==> src/rtl/decode_scoreboard.sv <==
// Registered destination decoder and busy scoreboard with RAW/WAW stall, occupancy count and clear-error pulse.
// Optional build macro ZERO_REG_EN makes index 0 a hardwired-zero entry that is never tracked.
module decode_scoreboard #(
  parameter  int SEL_W   = 3,
  localparam int ENTRIES = 2 ** SEL_W,
  localparam int CNT_W   = SEL_W + 1
) (
  input  logic               clk,
  input  logic               rst_n,
  input  logic               set_en,
  input  logic [SEL_W-1:0]   set_sel,
  input  logic               clr_en,
  input  logic [SEL_W-1:0]   clr_sel,
  input  logic [SEL_W-1:0]   rd_sel_a,
  input  logic [SEL_W-1:0]   rd_sel_b,
  output logic [ENTRIES-1:0] wr_onehot,
  output logic [ENTRIES-1:0] busy,
  output logic               busy_a,
  output logic               busy_b,
  output logic               stall,
  output logic [CNT_W-1:0]   count,
  output logic               clr_err
);

`ifdef ZERO_REG_EN
  localparam logic [ENTRIES-1:0] LIVE_MASK = ~ENTRIES'(1);
`else
  localparam logic [ENTRIES-1:0] LIVE_MASK = '1;
`endif

  logic [ENTRIES-1:0] clr_dec;
  logic [ENTRIES-1:0] set_hit;
  logic [ENTRIES-1:0] busy_nxt;
  logic [CNT_W-1:0]   count_nxt;
  logic               waw;
  logic               set_acc;
  logic               set_new;
  logic               clr_eff;
  logic               clr_err_nxt;

  // Unmasked clear decode drives the bypass; a hardwired-zero entry is never busy, so masking it is moot there.
  assign clr_dec   = clr_en ? (ENTRIES'(1) << clr_sel) : '0;
  assign wr_onehot = clr_dec & LIVE_MASK;

  assign busy_a  = busy[rd_sel_a] & ~clr_dec[rd_sel_a];
  assign busy_b  = busy[rd_sel_b] & ~clr_dec[rd_sel_b];
  assign waw     = set_en & busy[set_sel] & ~clr_dec[set_sel];
  assign stall   = busy_a | busy_b | waw;
  assign set_acc = set_en & ~stall;

  // Set wins over a same-entry clear, so that pair leaves the bit busy and the count unchanged.
  assign set_hit     = (set_acc ? (ENTRIES'(1) << set_sel) : '0) & LIVE_MASK;
  assign busy_nxt    = (busy & ~clr_dec) | set_hit;
  assign set_new     = |(set_hit & ~busy);
  assign clr_eff     = |(clr_dec & busy & ~set_hit);
  assign count_nxt   = count + CNT_W'(set_new) - CNT_W'(clr_eff);
  assign clr_err_nxt = clr_en & ~busy[clr_sel] & LIVE_MASK[clr_sel];

  // NOTE: state registers use non-blocking assignments so every flop samples pre-edge values.
  always_ff @(posedge clk or negedge rst_n) begin
    if (!rst_n) begin
      busy    <= '0;
      count   <= '0;
      clr_err <= 1'b0;
    end else begin
      busy    <= busy_nxt;
      count   <= count_nxt;
      clr_err <= clr_err_nxt;
    end
  end

endmodule

==> config.mk <==
export PLATFORM = sky130hd
export DESIGN_NAME = decode_scoreboard
export DESIGN_NICKNAME = d
export VERILOG_FILES = /design/src/rtl/decode_scoreboard.sv
export SDC_FILE = /design/constraint.sdc
export NUM_CORES = 1
export LEC_CHECK = 0
export ABC_AREA = 1
export BUFFER_PORTS_ARGS = -buffer_cell sky130_fd_sc_hd__buf_2
export CAP_MARGIN = 20
export CELL_PAD_IN_SITES_DETAIL_PLACEMENT = 1
export CELL_PAD_IN_SITES_GLOBAL_PLACEMENT = 1
export CORE_ASPECT_RATIO = 2
export CORE_UTILIZATION = 38
export CTS_BUF_LIST = sky130_fd_sc_hd__clkbuf_8 sky130_fd_sc_hd__clkbuf_16
export CTS_CLUSTER_DIAMETER = 120
export DETAILED_ROUTE_END_ITERATION = 10
export PLACE_DENSITY = 0.88
export SETUP_SLACK_MARGIN = 0.02
export SYNTH_ARGS = -nofsm -noshare
export SYNTH_HDL_FRONTEND = slang
export SYNTH_SLANG_ARGS = --single-unit
==> constraint.sdc <==
create_clock -name clk -period 7.75 [get_ports clk]
set_input_delay 1.9375 -clock clk [delete_from_list [all_inputs] [get_ports clk]]
set_output_delay 1.9375 -clock clk [all_outputs]
set_load 0.1 [all_outputs]
==> impl_metrics.csv <==
group,metric,value,unit
outcome,status,"finished, final reports clean",
sta,worst_pin_slew,496.6,ps
setup_path,critPathLaunchType,"primary input",
finish,seqCellArea,325.3,um^2
sta,hold_slack,498.1,ps
finish,diodes,0,
sta,max-slew-margin-rel,67.12,%
synth,yosysSeqAreaShare,22.65,%
hold_path,hp-class,"reg2reg",
sta,finalCriticalPeriod,5406,ps
global_routing,grt_max_degree,14,
routing,drc,0,
finish,multi_input_area,964.7,um^2
power,irDropWorstVdd,0.1570,mV
placed_design,dpl.hpwl,4439,um
global_routing,overflow,0,
synth,syn_nets,262,
clocking,cts_resized,0,
setup_path,crit_top_cell,"nand2_1",
routing,wl_per_cell,16.20,um
clocking,hold_buffers,0,
clocking,cts.sinks,13,
clocking,cts.clk_slew.worst_paths,60,ps
finish,nNetsFinal,302,
placed_design,port_buffers,39,
sta,hold_viol,0,
floorplanning,ioPinCount,40,
clocking,cts_setup_buffers,0,
floorplanning,core_area,3607,um^2
synth,ys_types,29,
synth,synth_top_cell_by_area,"dfrtp_1",
finish,drive_above_1_share,21.07,%
synth,ys_warn_count,0,
synth,syn-cell-area,1436,um^2
routing,vias,1802,
finish,syn_to_final_growth,19.77,%
setup_path,cp_max_fo,6,
setup_path,arrival,3470,ps
setup_path,critical_path_class,"in2out",
routing,drt_pass1_iterations,4,
global_routing,grt_usage,29.78,%
sta,setup_viol,0,
routing,routed_via_density,5.477,
floorplanning,start_util,39.82,%
floorplanning,die_height,88.95,um
setup_path,slowest_stage,"buf_2",
global_routing,antenna_found_initial,0,
sta,fin_crit_sh,69.76,%
setup_path,critPathRequiredTime,5810,ps
setup_path,crit_path_end_kind,"output port",
clocking,root_buffer,"clkbuf_8",
routing,first_iter_violations,48,
sta,finalClockSkew,2.591,ps
synth,ys_seq_elements,13,
synth,synthesis.instances,241,
power,p_per_area,331.1,nW/um^2
routing,ant_nets,0,
sta,slew_violations,0,
synth,syn_area_per_cell,5.960,um^2
synth,yosysTopAreaCellShare,22.65,%
clocking,cts_tree,"built",
setup_path,path_cells,"buf_2 -> nand2_1 -> inv_1 -> nand2_1 -> nor2_1 -> nor2_1 -> nand2_1 -> nand2_1 -> nand2_1 -> nand2_1 -> buf_2",
finish,fillers,554,
global_routing,grt_pass1_wl,8631,um
floorplanning,rows,31,
setup_path,r2r_setup_slack,4580,ps
sta,setup_tns,0,ps
floorplanning,die_area,4045,um^2
global_routing,grt_pass1_vias,1868,
placed_design,gp_congestion,0.9433,
clocking,cts_made_buffers,3,
routing,drt-total-wl,5330,um
sta,rsz0062_at_grt,"no",
setup_path,cpPeakStageDelay,410,ps
power,p_leak,0.0009507,uW
clocking,clock_path_buffers,2,
clocking,clk_latency,250,ps
sta,clock.fmax,185.0,MHz
synth,synthTopCellsByArea,"dfrtp_1, nand2_1, nand3_1",
job,maxCapViolCount,0,
clocking,htreeDepth,1,
floorplanning,die_w,45.48,um
-- cell usage in the layout, fill, tap and decap left out, drive strengths merged, types with 4 or more instances in the layout --
cell type  instances
nand4              6
dfrtp             13
o21ai             12
nor3               4
a21oi              4
nand2             75
inv               34
ha                 4
nor2              39
buf               39
nand3             35
-- metal layers --
metal / vias up / track usage, % / wire length [um]
met5: - / 0 / 0
met4: 0 / 18.73 / 255
met3: 23 / 3.636 / 124
met2: 51 / 58.31 / 3189
met1: 879 / 26.15 / 1761
li1: 849 / - / -
-- cell type report --
type                            instances  share of cell area, %
Multi-Input combinational cell        190                  56.07
Sequential cell                        13                  18.91
Timing Repair Buffer                   39                  11.35
Inverter                               34                  7.418
Tap cell                               49                  3.564
Clock buffer                            3                  2.400
Clock inverter                          1                 0.2909
-- flip-flops by register name, summed over array words and instances (netlist names) --
name	flops
busy	8
clr_err	1
count	4
-- kinds of logic (layout without fill, tap and decap cells) --
group           after synthesis  in the layout  synth area share, %
compound gates               22             22                8.623
fa+ha+maj                     5              5                4.878
simple gates                160            160                51.83
flops                        13             13                22.65
buf+inv                      38             77                10.19
xor+xnor                      3              3                1.830
-- stage by stage --
step | power [uW] | setup slack [ps] | cells | utilization [%] | cell area (um^2)
final | 569.7 | 2344 | 329 | 47.69 | 1720
after global routing | 603.0 | 2238 | 329 | 47.69 | 1720
after CTS | 572.8 | 2350 | 329 | 47.69 | 1720
after detailed placement | 506.5 | 2351 | 325 | 46.41 | 1674
after global placement | 496.8 | 2361 | 325 | 46.41 | 1674
after floorplan | 427.9 | 1301 | 241 | - | 1436
-- synthesized netlist by cell type --
cell,number
nand2_1,71
nand3_1,33
inv_1,32
nor2_1,31
dfrtp_1,13
o21ai_0,9
nand4_1,6
nor2_2,5
a21oi_1,4
ha_1,4
nor3_1,4
buf_2,3
nand2_2,3
o21ai_1,3
a21boi_0,2
inv_2,2
nor2_4,2
o22ai_1,2
xnor2_1,2
clkbuf_1,1
fa_1,1
nand2_4,1
nand3_2,1
nand3_4,1
nand3b_1,1
nor2_8,1
o2111ai_1,1
o31ai_1,1
xor2_1,1
-- power breakdown --
group,internal [uW],switching (uW)
logic,73.3,309
registers,92.8,29.7
clock network,35.7,29.4
total,202,368
-- worst max-delay path, delay by kind of cell --
kind | cells | cell delay, ps
and+or+nand+nor | 8 | 820
buffers and inverters | 3 | 700
-- path summary, 6_finish.rpt --
path / startpoint / end / cells after the start
max: clr_en / stall / 11
min: count[0] / count[0] / 1
max reg2reg: busy[6] / count[2] / 18
min reg2reg: count[0] / count[0] / 1
max in group asynchronous: rst_n / busy[1] / 1
min in group asynchronous: rst_n / count[0] / 1
Power figures use the tool's default switching activity.
